$ cat src/rtl/cp0_regfile_if.sv
// cp0_regfile_if: MFC0 read port, MTC0/exception/ERET commit port and CP0 status outputs
interface cp0_regfile_if #(parameter int HW_INT_W = 6);
  logic [4:0]          read_addr;
  logic [31:0]         read_data;
  logic                write_en;
  logic [4:0]          write_addr;
  logic [31:0]         write_data;
  logic                exc_valid;
  logic [4:0]          exc_code;
  logic [31:0]         exc_pc;
  logic                exc_delay_slot;
  logic [31:0]         exc_badvaddr;
  logic                eret;
  logic [HW_INT_W-1:0] hw_int;
  logic [31:0]         status;
  logic [31:0]         cause;
  logic [31:0]         epc;
  logic                int_req;
  modport master (
    output read_addr, write_en, write_addr, write_data, exc_valid, exc_code, exc_pc,
           exc_delay_slot, exc_badvaddr, eret, hw_int,
    input  read_data, status, cause, epc, int_req
  );
  modport slave (
    input  read_addr, write_en, write_addr, write_data, exc_valid, exc_code, exc_pc,
           exc_delay_slot, exc_badvaddr, eret, hw_int,
    output read_data, status, cause, epc, int_req
  );
endinterface

$ cat src/rtl/cp0_regfile.sv
// cp0_regfile: CP0 Status/Cause/EPC/BadVAddr register file; define CP0_TIMER_EN to add Count/Compare timer
module cp0_regfile #(
  parameter logic [31:0] RESET_STATUS = 32'h0040_0000,
  parameter int          HW_INT_W     = 6
) (
  input logic         clk,
  input logic         rst,
  cp0_regfile_if.slave bus
);
  logic [7:0]          im;
  logic                exl, ie, bd, ti;
  logic [4:0]          code;
  logic [1:0]          ip_sw;
  logic [HW_INT_W-1:0] ip_hw;
  logic [7:0]          ip;
  logic [31:0]         epc_q, bva, count, compare;
  logic                wr;
  // MTC0 only lands when no exception or ERET commits in the same cycle
  assign wr = bus.write_en & ~bus.exc_valid & ~bus.eret;
  assign ip = {ip_hw[HW_INT_W-1] | ti, ip_hw[HW_INT_W-2:0], ip_sw};
  // Status, Cause, EPC and BadVAddr updates by priority: exception, ERET, MTC0
  always_ff @(posedge clk or posedge rst) begin
    if (rst) begin
      im    <= RESET_STATUS[15:8];
      exl   <= RESET_STATUS[1];
      ie    <= RESET_STATUS[0];
      bd    <= 1'b0;
      code  <= '0;
      ip_sw <= '0;
      ip_hw <= '0;
      epc_q <= '0;
      bva   <= '0;
    end else begin
      ip_hw <= bus.hw_int;
      if (bus.exc_valid) begin
        exl  <= 1'b1;
        code <= bus.exc_code;
        if (!exl) begin
          epc_q <= bus.exc_delay_slot ? bus.exc_pc - 32'd4 : bus.exc_pc;
          bd    <= bus.exc_delay_slot;
        end
        if (bus.exc_code == 5'd4 || bus.exc_code == 5'd5) bva <= bus.exc_badvaddr;
      end else if (bus.eret) begin
        exl <= 1'b0;
      end else if (wr) begin
        if (bus.write_addr == 5'd12) begin
          im  <= bus.write_data[15:8];
          exl <= bus.write_data[1];
          ie  <= bus.write_data[0];
        end
        if (bus.write_addr == 5'd13) ip_sw <= bus.write_data[9:8];
        if (bus.write_addr == 5'd14) epc_q <= bus.write_data;
      end
    end
  end
`ifdef CP0_TIMER_EN
  logic toggle, wr_count, wr_cmp;
  assign wr_count = wr && bus.write_addr == 5'd9;
  assign wr_cmp   = wr && bus.write_addr == 5'd11;
  // Count ticks at half clock rate; TI latches on a tick while Count equals Compare
  always_ff @(posedge clk or posedge rst) begin
    if (rst) begin
      toggle  <= 1'b0;
      count   <= '0;
      compare <= '0;
      ti      <= 1'b0;
    end else begin
      toggle  <= wr_count ? 1'b0 : ~toggle;
      count   <= wr_count ? bus.write_data : count + {31'b0, toggle};
      compare <= wr_cmp ? bus.write_data : compare;
      ti      <= wr_cmp ? 1'b0 : ti | (toggle & ~wr_count & (count == compare));
    end
  end
`else
  assign count   = '0;
  assign compare = '0;
  assign ti      = 1'b0;
`endif
  assign bus.status  = {9'b0, 1'b1, 6'b0, im, 6'b0, exl, ie};
  assign bus.cause   = {bd, ti, 14'b0, ip, 1'b0, code, 2'b0};
  assign bus.epc     = epc_q;
  assign bus.int_req = ie & ~exl & |(ip & im);
  // MFC0 read straight from the registers, no bypass of a same-cycle MTC0
  always_comb begin
    bus.read_data = bus.read_addr == 5'd8  ? bva :
                    bus.read_addr == 5'd9  ? count :
                    bus.read_addr == 5'd11 ? compare :
                    bus.read_addr == 5'd12 ? bus.status :
                    bus.read_addr == 5'd13 ? bus.cause :
                    bus.read_addr == 5'd14 ? epc_q : 32'h0;
  end
endmodule
$ cat src/flat_wrapper.sv
// flat-port wrapper written by rule: the top's interface ports become plain ports
module cp0_regfile_flat 
#(
  parameter logic [31:0] RESET_STATUS = 32'h0040_0000,
  parameter int          HW_INT_W     = 6
)
  (clk, rst, bus_read_addr, bus_write_en, bus_write_addr, bus_write_data, bus_exc_valid, bus_exc_code, bus_exc_pc, bus_exc_delay_slot, bus_exc_badvaddr, bus_eret, bus_hw_int, bus_read_data, bus_status, bus_cause, bus_epc, bus_int_req);
  cp0_regfile_if #(.HW_INT_W(HW_INT_W)) bus_i ();
  input logic clk;
  input logic rst;
  input wire logic [$bits(bus_i.read_addr)-1:0] bus_read_addr;
  input wire logic [$bits(bus_i.write_en)-1:0] bus_write_en;
  input wire logic [$bits(bus_i.write_addr)-1:0] bus_write_addr;
  input wire logic [$bits(bus_i.write_data)-1:0] bus_write_data;
  input wire logic [$bits(bus_i.exc_valid)-1:0] bus_exc_valid;
  input wire logic [$bits(bus_i.exc_code)-1:0] bus_exc_code;
  input wire logic [$bits(bus_i.exc_pc)-1:0] bus_exc_pc;
  input wire logic [$bits(bus_i.exc_delay_slot)-1:0] bus_exc_delay_slot;
  input wire logic [$bits(bus_i.exc_badvaddr)-1:0] bus_exc_badvaddr;
  input wire logic [$bits(bus_i.eret)-1:0] bus_eret;
  input wire logic [$bits(bus_i.hw_int)-1:0] bus_hw_int;
  output wire logic [$bits(bus_i.read_data)-1:0] bus_read_data;
  output wire logic [$bits(bus_i.status)-1:0] bus_status;
  output wire logic [$bits(bus_i.cause)-1:0] bus_cause;
  output wire logic [$bits(bus_i.epc)-1:0] bus_epc;
  output wire logic [$bits(bus_i.int_req)-1:0] bus_int_req;
  assign bus_i.read_addr = bus_read_addr;
  assign bus_i.write_en = bus_write_en;
  assign bus_i.write_addr = bus_write_addr;
  assign bus_i.write_data = bus_write_data;
  assign bus_i.exc_valid = bus_exc_valid;
  assign bus_i.exc_code = bus_exc_code;
  assign bus_i.exc_pc = bus_exc_pc;
  assign bus_i.exc_delay_slot = bus_exc_delay_slot;
  assign bus_i.exc_badvaddr = bus_exc_badvaddr;
  assign bus_i.eret = bus_eret;
  assign bus_i.hw_int = bus_hw_int;
  assign bus_read_data = bus_i.read_data;
  assign bus_status = bus_i.status;
  assign bus_cause = bus_i.cause;
  assign bus_epc = bus_i.epc;
  assign bus_int_req = bus_i.int_req;
  cp0_regfile #(.RESET_STATUS(RESET_STATUS), .HW_INT_W(HW_INT_W)) u_core (.clk(clk), .rst(rst), .bus(bus_i));
endmodule
$ cat config.mk
export PLATFORM = sky130hd
export DESIGN_NAME = cp0_regfile_flat
export DESIGN_NICKNAME = d
export VERILOG_FILES = /design/src/rtl/cp0_regfile_if.sv /design/src/rtl/cp0_regfile.sv /design/src/flat_wrapper.sv
export SDC_FILE = /design/constraint.sdc
export NUM_CORES = 1
export LEC_CHECK = 0
export CAP_MARGIN = 15
export CORE_MARGIN = 5
export CORE_UTILIZATION = 39
export CTS_BUF_LIST = sky130_fd_sc_hd__clkbuf_4 sky130_fd_sc_hd__clkbuf_8
export DETAILED_ROUTE_END_ITERATION = 10
export GPL_TIMING_DRIVEN = 0
export PLACE_DENSITY = 0.89
export SYNTH_ARGS = -nofsm -noshare
export SYNTH_HDL_FRONTEND = slang
export SYNTH_SLANG_ARGS = --single-unit
$ cat constraint.sdc
create_clock -name clk -period 5.65 [get_ports clk]
set_input_delay 1.13 -clock clk [delete_from_list [all_inputs] [get_ports clk]]
set_output_delay 1.13 -clock clk [all_outputs]
set_load 0.02 [all_outputs]
==> impl_metrics.tcl, run 1 <==
set metrics [dict create \
    ctsHoldBuffers 0 \
    rows 41 \
    gr-total-overflow 0 \
    power_leakage_nw 3.24 \
    ys_types 53 \
    r2r_setup_slack_ns 2.80 \
    ir_drop_v 0.000135 \
    status "finished clean" \
    io_buffers 210 \
    cp_common_cell "clkdlybuf4s50_1" \
    synth_most_common_cell "dfrtp_1" \
    ys_ff_latch 88 \
    drt_first_pass_iters 5 \
    htree_levels 3 \
    yosysWarnings 0 \
    cts_tree "built" \
    detail_route.wl_per_cell_um 19.6 \
    cp-start-kind "input port" \
    setup_tns_ns 0 \
    grt_pass1_wl_um 26800 \
    syn_avg_cell_area_um2 10.2 \
    synth_area_mm2 0.00508 \
    die-area_mm2 0.0154 \
    wl_um 18400 \
    cts.sinks 88 \
    hp-class "flip-flop to flip-flop" \
    layout-drive-gt1-share_pct 15.6 \
    routabilityCongestion 0.889 \
    clockBufferDepth 2 \
    finalCritPeriodShare_pct 88.2 \
    holdCritStartpoint "u_core.bva[6]$_DFFE_PP0P_" \
    whs_endpoint "u_core.bva[6]$_DFFE_PP0P_" \
    yosysTopAreaCellShare_pct 43.3 \
    initial_core_util_pct 40.0 \
    clock_skew_ns 0.00396 \
    setup.worst_path.end_class "output pin" \
    max_freq_mhz 201 \
    synth_flop_cell "dfrtp_1" \
    vias 4772 \
    die_h_um 124 \
    maxSlewHeadroom_pct 43.2 \
    r2r-start "u_core.exl$_DFFE_PP0P_" \
    cts_setup_buffers 0 \
    netlist_top_cells_area "dfrtp_1, mux2_2, buf_4" \
    grt_usage_pct 23.4 \
    cp_max_fo 10 \
    dpl.hpwl_um 14600 \
    tightestPinTransition_ns 0.844 \
    crit_path_cell_trace "clkdlybuf4s50_1 -> nand2b_1 -> nor4_1 -> clkbuf_1 -> a22oi_1 -> o21ai_0 -> clkdlybuf4s50_1" \
    synth-edff-count 0 \
    pin_count 252 \
    fin_crit_ns 4.98 \
    antennaDiodeCount 0 \
    first_iter_violations 330 \
    ant_nets 0 \
    finalHoldViolations 0 \
    antenna_found_initial 0 \
    ys_seq_area_share_pct 43.3 \
    power_density_mw_per_mm2 236 \
    post_cts_resized 0 \
    rsz0062_at_grt "no" \
    worstSkewPairLatency_ns 0.37 \
    crit_path_top_delay_cell "nor4_1" \
    hold_depth 1 \
    max_stage_delay_ns 0.66 \
    clockRootBuffer "clkbuf_8" \
    grt_pass1_vias 4884 \
    dieWidth_um 124 \
    r2r_end "u_core.bus.epc[9]$_DFFE_PP0P_" \
    setup_viol 0 \
    post-route-util_pct 61.1 \
    timing_worst_setup_path_type "input port to output pin" \
    critical_path_arrival_ns 3.85 \
    syn_to_final_growth_pct 52.8 \
    syn_inst 499 \
    synth-async-reset-ratio_pct 100 \
    via_per_inst 5.10 \
    drc 0 \
    core-area_mm2 0.0127 \
    cp.required_ns 4.52 \
    yosysTopAreaCell "dfrtp_1" \
    yosys-top-cells-count "dfrtp_1, mux2_2, buf_4" \
    fin_nets 883 \
    numCtsBuffers 9 \
    path_clk_slew_ns 0.08 \
    grt_max_degree 57 \
    drv_cap 0 \
    maxSlewViolCount 0 \
    ff2ff_path_depth 7 \
]
-- area by class of cell --
cell class / count / area [µm²]
plain buffers: 69 / 423
inverters: 7 / 28.8
clock buffers: 14 / 180
repair buffers: 211 / 2130
multi-input cells: 373 / 2580
well taps: 172 / 215
fillers: 1086 / 4950
flip-flops and latches: 88 / 2200
clock inverters: 2 / 12.5
-- worst max-delay path: cells and delay by family --
family,cells,cell delay (ns)
buf+inv,3,1.52
compound gates,2,0.36
simple gates,2,0.85
-- how the worst max path moves through the flow --
| stage | start | end | slack (ns) | cells past startpoint |
|---|---|---|---|---|
| 6_report | bus_read_addr[4] | bus_read_data[14] | 0.67 | 7 |
| 5_1_grt | bus_read_addr[4] | bus_read_data[26] | 0.52 | 6 |
| 4_1_cts | bus_read_addr[4] | bus_read_data[31] | 0.65 | 8 |
| 3_5_place_dp | bus_read_addr[4] | bus_read_data[19] | 0.65 | 6 |
| 3_3_place_gp | bus_read_addr[4] | bus_read_data[12] | 0.65 | 7 |
| 2_1_floorplan | bus_read_addr[4] | bus_read_data[6] | 2.08 | 6 |
-- cells in the final DEF (no fill, tap or decap), drive strengths merged, types with 6 or more instances in the layout --
| master | n |
|---|---|
| clkdlybuf4s50 | 210 |
| dfrtp | 88 |
| buf | 51 |
| mux2 | 47 |
| conb | 40 |
| nand2 | 39 |
| o21ai | 39 |
| clkbuf | 33 |
| nor2 | 21 |
| xnor2 | 21 |
| mux2i | 19 |
| a22o | 18 |
| a22oi | 17 |
| a21oi | 15 |
| nor4 | 12 |
| nor3b | 11 |
| nand3 | 10 |
| nor3 | 8 |
| or3 | 8 |
| inv | 7 |
| or4 | 6 |
-- routing by layer --
metal  vias to the layer above  global-route usage (%)  share of wire, %
met5                         -                       0                 0
met4                         0                    8.35               2.5
met3                        32                    5.81               8.2
met2                       206                    39.7                49
met1                      2288                    29.0                40
li1                       2246                       -                 -
-- flip-flops by register name (all words and copies together) (netlist names) --
signal          flops
u_core.ip_sw        2
u_core.bd           1
u_core.ip_hw        6
u_core.ie           1
u_core.bva         32
u_core.bus.epc     32
u_core.code         5
u_core.exl          1
u_core.im           8
-- where the power goes --
group	total (mW)	internal [mW]	switching, mW
clock	0.436	0.206	0.230
combinational	0.571	0.304	0.267
sequential	0.825	0.740	0.0854
total	1.83	1.25	0.582
-- metrics by stage --
step / cells / instance area (µm²) / hold slack, ns / total power, mW / setup slack, ns
4_1_cts: 936 / 7770 / 0.513 / 1.84 / 0.654
3_5_place_dp: 920 / 7570 / 0.493 / 1.41 / 0.652
2_1_floorplan: 537 / 5230 / 0.470 / 1.11 / 2.08
6_report: 936 / 7770 / 0.512 / 1.83 / 0.665
5_1_grt: 936 / 7770 / 0.521 / 1.93 / 0.518
3_3_place_gp: 919 / 7540 / 0.486 / 1.39 / 0.651
-- logic make-up after synthesis --
kind of cell | count (synthesis) | synth area share (%)
mux | 66 | 14.1
fa+ha+maj | 1 | 0.246
compound gates | 108 | 14.0
buf+inv | 76 | 8.83
xor+xnor | 24 | 4.13
other cells | 2 | 0.148
simple gates | 134 | 15.2
flops | 88 | 43.3
No activity file was read; power rests on OpenSTA's default activity.
==> inputs of run 2 (changes only) <==
--- a/config.mk
+++ b/config.mk
@@ -10,7 +10,6 @@
 export CORE_UTILIZATION = 39
 export CTS_BUF_LIST = sky130_fd_sc_hd__clkbuf_4 sky130_fd_sc_hd__clkbuf_8
 export DETAILED_ROUTE_END_ITERATION = 10
-export GPL_TIMING_DRIVEN = 0
 export PLACE_DENSITY = 0.89
 export SYNTH_ARGS = -nofsm -noshare
 export SYNTH_HDL_FRONTEND = slang
==> impl_metrics.tcl, run 2 (synthesis results as in run 1) <==
set metrics [dict create \
    status "finished clean" \
    cp_common_cell "clkdlybuf4s50_1" \
    gr-total-overflow 0 \
    pwr-share-clk_pct 27.2 \
    clock_skew_ns 0.0130 \
    netSwitchingFraction_pct 31.5 \
    drv_cap 0 \
    p_switching_uw 589 \
    ant_nets 0 \
    ctsHoldBuffers 0 \
    dieWidth_um 124 \
    dpl.hpwl_um 13200 \
    grt_pass1_vias 4700 \
    place_area_mm2 0.00722 \
    grt_pass1_wl_um 25300 \
    initial_core_util_pct 40.0 \
    final_area_mm2 0.00745 \
    layout-drive-gt1-share_pct 12.3 \
    finalHoldViolations 0 \
    max_stage_delay_ns 0.62 \
    io_buffers 211 \
    final_cell_count_no_fill 874 \
    seqPwrFrac_pct 44.2 \
    cp_max_fo 10 \
    critPathBufInv 2 \
    setup_viol 0 \
    power_density_mw_per_mm2 251 \
    setup.worst_path.end_class "output pin" \
    routabilityCongestion 0.844 \
    comb_power_share_pct 28.6 \
    cts_setup_buffers 0 \
    maxSlewHeadroom_pct 38.3 \
    grt_max_degree 52 \
    p_int_mw 1.28 \
    fin_crit_ns 4.92 \
    path_delay_family "simple AND/OR/NAND/NOR gates" \
    final_common_cell "clkdlybuf4s50_1" \
    clockBufferDepth 2 \
    rows 41 \
    path_clk_slew_ns 0.09 \
    wl_um 17000 \
    cts_tree "built" \
    pin_count 252 \
    power.total_mw 1.87 \
    htree_levels 3 \
    setup_tns_ns 0 \
    power_leakage_nw 3.01 \
    clockRootBuffer "clkbuf_8" \
    grt_usage_pct 21.7 \
    antenna_found_initial 0 \
    syn_to_final_growth_pct 46.5 \
    maxSlewViolCount 0 \
    via_per_inst 5.23 \
    crit_path_cell_trace "clkdlybuf4s50_1 -> nand2b_1 -> or3b_2 -> nor2_1 -> a22oi_1 -> nand2_1 -> clkdlybuf4s50_1" \
    critical_path_arrival_ns 3.79 \
    antennaDiodeCount 0 \
    max_freq_mhz 203 \
    worstSkewPairLatency_ns 0.38 \
    layout_common_cells "clkdlybuf4s50_1, dfrtp_1, mux2_2" \
    cp-start-kind "input port" \
    drt_first_pass_iters 4 \
    timing_worst_setup_path_type "input port to output pin" \
    core-area_mm2 0.0127 \
    rsz0062_at_grt "no" \
    post_cts_resized 0 \
    crit_path_top_delay_cell "or3b_2" \
    cts.sinks 88 \
    ir_drop_v 0.000147 \
    die_h_um 124 \
    detail_route.wl_per_cell_um 19.4 \
    die-area_mm2 0.0154 \
    placed_cells 858 \
    finalCritPeriodShare_pct 87.1 \
    fin_nets 821 \
    hp-class "flip-flop to flip-flop" \
    drc 0 \
    vias 4571 \
    numCtsBuffers 9 \
    first_iter_violations 252 \
    cp.required_ns 4.52 \
    post-route-util_pct 58.5 \
    tightestPinTransition_ns 0.920 \
]
-- run 2: final cells by class --
type,instances,area [µm²]
sequential,88,2200
tap,172,215
fill,1105,5270
clock inverter,6,91.3
inverter,7,28.8
timing repair buffer,218,2160
clock buffer,10,138
multi-input combinational,373,2610
-- run 2: layer usage --
layer,wire (µm),GRT usage (%),up-vias
met3,1480,7.27,22
li1,-,-,2130
met2,8470,36.9,196
met5,0,0,-
met4,315,5.41,0
met1,6690,26.4,2223
-- run 2: power by group through the flow --
stage | Combinational [mW] | Sequential [mW] | Clock (mW)
after CTS | 0.540 | 0.827 | 0.516
final | 0.535 | 0.828 | 0.509
after global placement | 0.527 | 0.833 | 0
after global routing | 0.578 | 0.842 | 0.545
after floorplan | 0.227 | 0.879 | 0
after detailed placement | 0.539 | 0.839 | 0
-- run 2: worst paths after layout --
kind | slack [ns] | depth (start not counted) | to | start
worst max register to register | 3.47 | 6 | u_core.bus.epc[20]$_DFFE_PP0P_ | u_core.exl$_DFFE_PP0P_
min in group asynchronous | 1.12 | 2 | u_core.bva[13]$_DFFE_PP0P_ | rst
worst min-delay path | 0.51 | 1 | u_core.bva[2]$_DFFE_PP0P_ | u_core.bva[2]$_DFFE_PP0P_
worst min register to register | 0.51 | 1 | u_core.bva[2]$_DFFE_PP0P_ | u_core.bva[2]$_DFFE_PP0P_
max in group asynchronous | 3.50 | 3 | u_core.bva[3]$_DFFE_PP0P_ | rst
worst max-delay path | 0.73 | 7 | bus_read_data[5] | bus_read_addr[4]
-- run 2: per-stage QoR --
stage | setup WS (ns) | hold WS (ns)
floorplan | 2.08 | 0.470
global placement | 0.818 | 0.488
detailed placement | 0.721 | 0.493
CTS | 0.711 | 0.514
global route | 0.607 | 0.535
finish | 0.726 | 0.509
-- run 2: worst reg2reg max path: stages (launching register included) --
cell,delay [ns]
dfrtp_1,0.54
nor2b_1,0.57
a41oi_4,0.04
buf_4,0.31
or3_1,0.41
o21ai_0,0.09
a21oi_1,0.08
==> edit, RTL diff (config.mk and constraints of run 1) <==
Build with the macro `CP0_TIMER_EN` defined.
--- a/src/rtl/cp0_regfile.sv
+++ b/src/rtl/cp0_regfile.sv
@@ -1,4 +1,6 @@
 // cp0_regfile: CP0 Status/Cause/EPC/BadVAddr register file; define CP0_TIMER_EN to add Count/Compare timer
+`define CP0_TIMER_EN
+
 module cp0_regfile #(
   parameter logic [31:0] RESET_STATUS = 32'h0040_0000,
   parameter int          HW_INT_W     = 6
Function: changed (Yosys sat finds a counterexample within 4 cycles, from zero or initial values and one cycle with rst high).
==> edit against run 1 <==
- sequential cell count rose by 66
- combinational power rose by 84%
- non-clock buffer count rose by 39
- design area rose by 52%
- worst setup slack got worse by 0.44 ns
- power rose by 87%
- clock power rose by 79%
- fmax fell by 8.0%
- wire length rose by 80%
- first-iteration DRC count rose to 2.9 times the old value
- utilization fell by 7.4 points
- area after synthesis rose by 72%
- cell count rose by 58%
==> edit: results <==
{
  "status": "finished clean",
  "cellLeakagePower_uw": 0.00475,
  "grt_pass1_wl_microns": 49600,
  "p_per_area_mw_per_mm2": 292,
  "hold_path.class": "reg -> reg",
  "place_area_sq_mm": 0.0114,
  "placed_cells": 1442,
  "cts-root-buf": "clkbuf_8",
  "synthTopCellsByArea": "dfrtp_1 44%, mux2_2 10%, o21ai_0 5.1%",
  "cts_made_buffers": 17,
  "clockBufferDepth": 2,
  "syn-mean-instance-area_sq_um": 9.60,
  "irDropWorstVdd_mv": 0.122,
  "wirelength_microns": 33100,
  "dr.pass1.iters": 5,
  "ys_warn_count": 0,
  "nets": 1307,
  "gr-usage-all-layers_pct": 25.1,
  "seq_area_frac_synth_pct": 44.0,
  "vias_per_cell": 5.69,
  "skew_ns": 0.00971,
  "wire_per_inst_microns": 22.4,
  "tightest_slew_ns": 1.13,
  "crit_fanout": 10,
  "arrival_ns": 4.29,
  "routabilityCongestion": 0.977,
  "slowest_delay_ns": 0.77,
  "portBuffers": 211,
  "synth_cell_types": 48,
  "cp_slowest_cell": "clkdlybuf4s50_1",
  "cts.clk_slew.worst_paths_ns": 0.09,
  "async_reset_ff_share_pct": 100,
  "antenna_found_initial": 1,
  "grt_max_degree": 85,
  "clk_latency_ns": 0.47,
  "synthTopCellsByCount": "154 x dfrtp_1, 90 x nand2_1, 90 x o21ai_0",
  "dpl.hpwl_microns": 26500,
  "drt_iter0_markers": 963,
  "drive_gt1_share_pct": 14.8,
  "htree_levels": 4,
  "first_global_vias": 8130
}
-- edit: changes by cell type after synthesis, sizes merged, moves of 32 or more --
cell | run 1 | this run
clkbuf | 19 | 51
dfrtp | 88 | 154
mux2 | 47 | 81
nand2 | 39 | 90
nor2 | 21 | 57
o21ai | 39 | 92
xor2 | 3 | 42
-- edit: worst paths after layout --
path / startpoint / end / cells past startpoint / slack (ns)
setup / recovery: bus_read_addr[0] / bus_read_data[2] / 7 / 0.23
hold / removal: u_core.toggle / u_core.toggle / 1 / 0.50
setup reg to reg: u_core.count[7] / u_core.count[27] / 7 / 2.82
hold reg to reg: u_core.toggle / u_core.toggle / 1 / 0.50
max in group asynchronous: rst / u_core.compare[4] / 3 / 3.62
min in group asynchronous: rst / u_core.ip_hw[1] / 2 / 1.20
-- edit: cells by family (layout without fill, tap and decap cells) --
family          count (synthesis)  after routing  synth area share [%]
compound gates                192            192                  13.0
simple gates                  276            276                  15.8
xor+xnor                       84             84                  8.40
buf+inv                       113            357                  7.00
fa+ha+maj                       3              3                 0.428
mux                            89             89                  11.3
flops                         154            154                  44.0
other cells                     2             40                0.0857
-- edit: per-stage QoR --
step | hold WS (ns) | setup slack (ns) | TNS [ns]
3_3_place_gp | 0.481 | -1.70 | -263.54
2_1_floorplan | 0.432 | 0.370 | 0
4_1_cts | 0.496 | 0.130 | 0
3_5_place_dp | 0.485 | -0.101 | -0.414
6_report | 0.497 | 0.229 | 0
5_1_grt | 0.528 | 0.0813 | 0
-- edit: report_power, final --
group | internal [uW] | total (uW) | leakage [uW] | switching, uW
combinational | 499 | 1050 | 0.00269 | 552
sequential | 1330 | 1600 | 0.00189 | 270
clock | 317 | 782 | 0.000168 | 465
-- edit: worst max-delay path: cells and delay by family --
family	cells	cell delay [ns]
and+or+nand+nor	1	0.55
AOI/OAI and AO/OA	2	0.56
buffers and inverters	4	2.04
-- edit: area by class of cell --
| type | instances | area (sq um) |
|---|---|---|
| inverter | 6 | 27.5 |
| sequential | 154 | 3850 |
| multi-input combinational | 683 | 4460 |
| buffer | 107 | 592 |
| antenna | 1 | 2.50 |
| tap | 280 | 350 |
| fill | 1968 | 10200 |
| timing repair buffer | 212 | 2140 |
| clock inverter | 14 | 115 |
| clock buffer | 18 | 241 |
-- edit: repair_timing --
item | CTS | global route
hold endpoints to repair | 0 | 0
buffers inserted | 0 | 0
hold buffers | 0 | 0
gates resized for setup | 1 | 3
setup endpoints to repair | 6 | 4
-- edit: layer usage --
metal	GRT usage [%]	up-vias	wire length [microns]
li1	-	3715	-
met1	34.7	4066	13500
met2	39.0	534	14900
met3	5.36	81	3420
met4	9.35	0	1200
met5	0	-	0
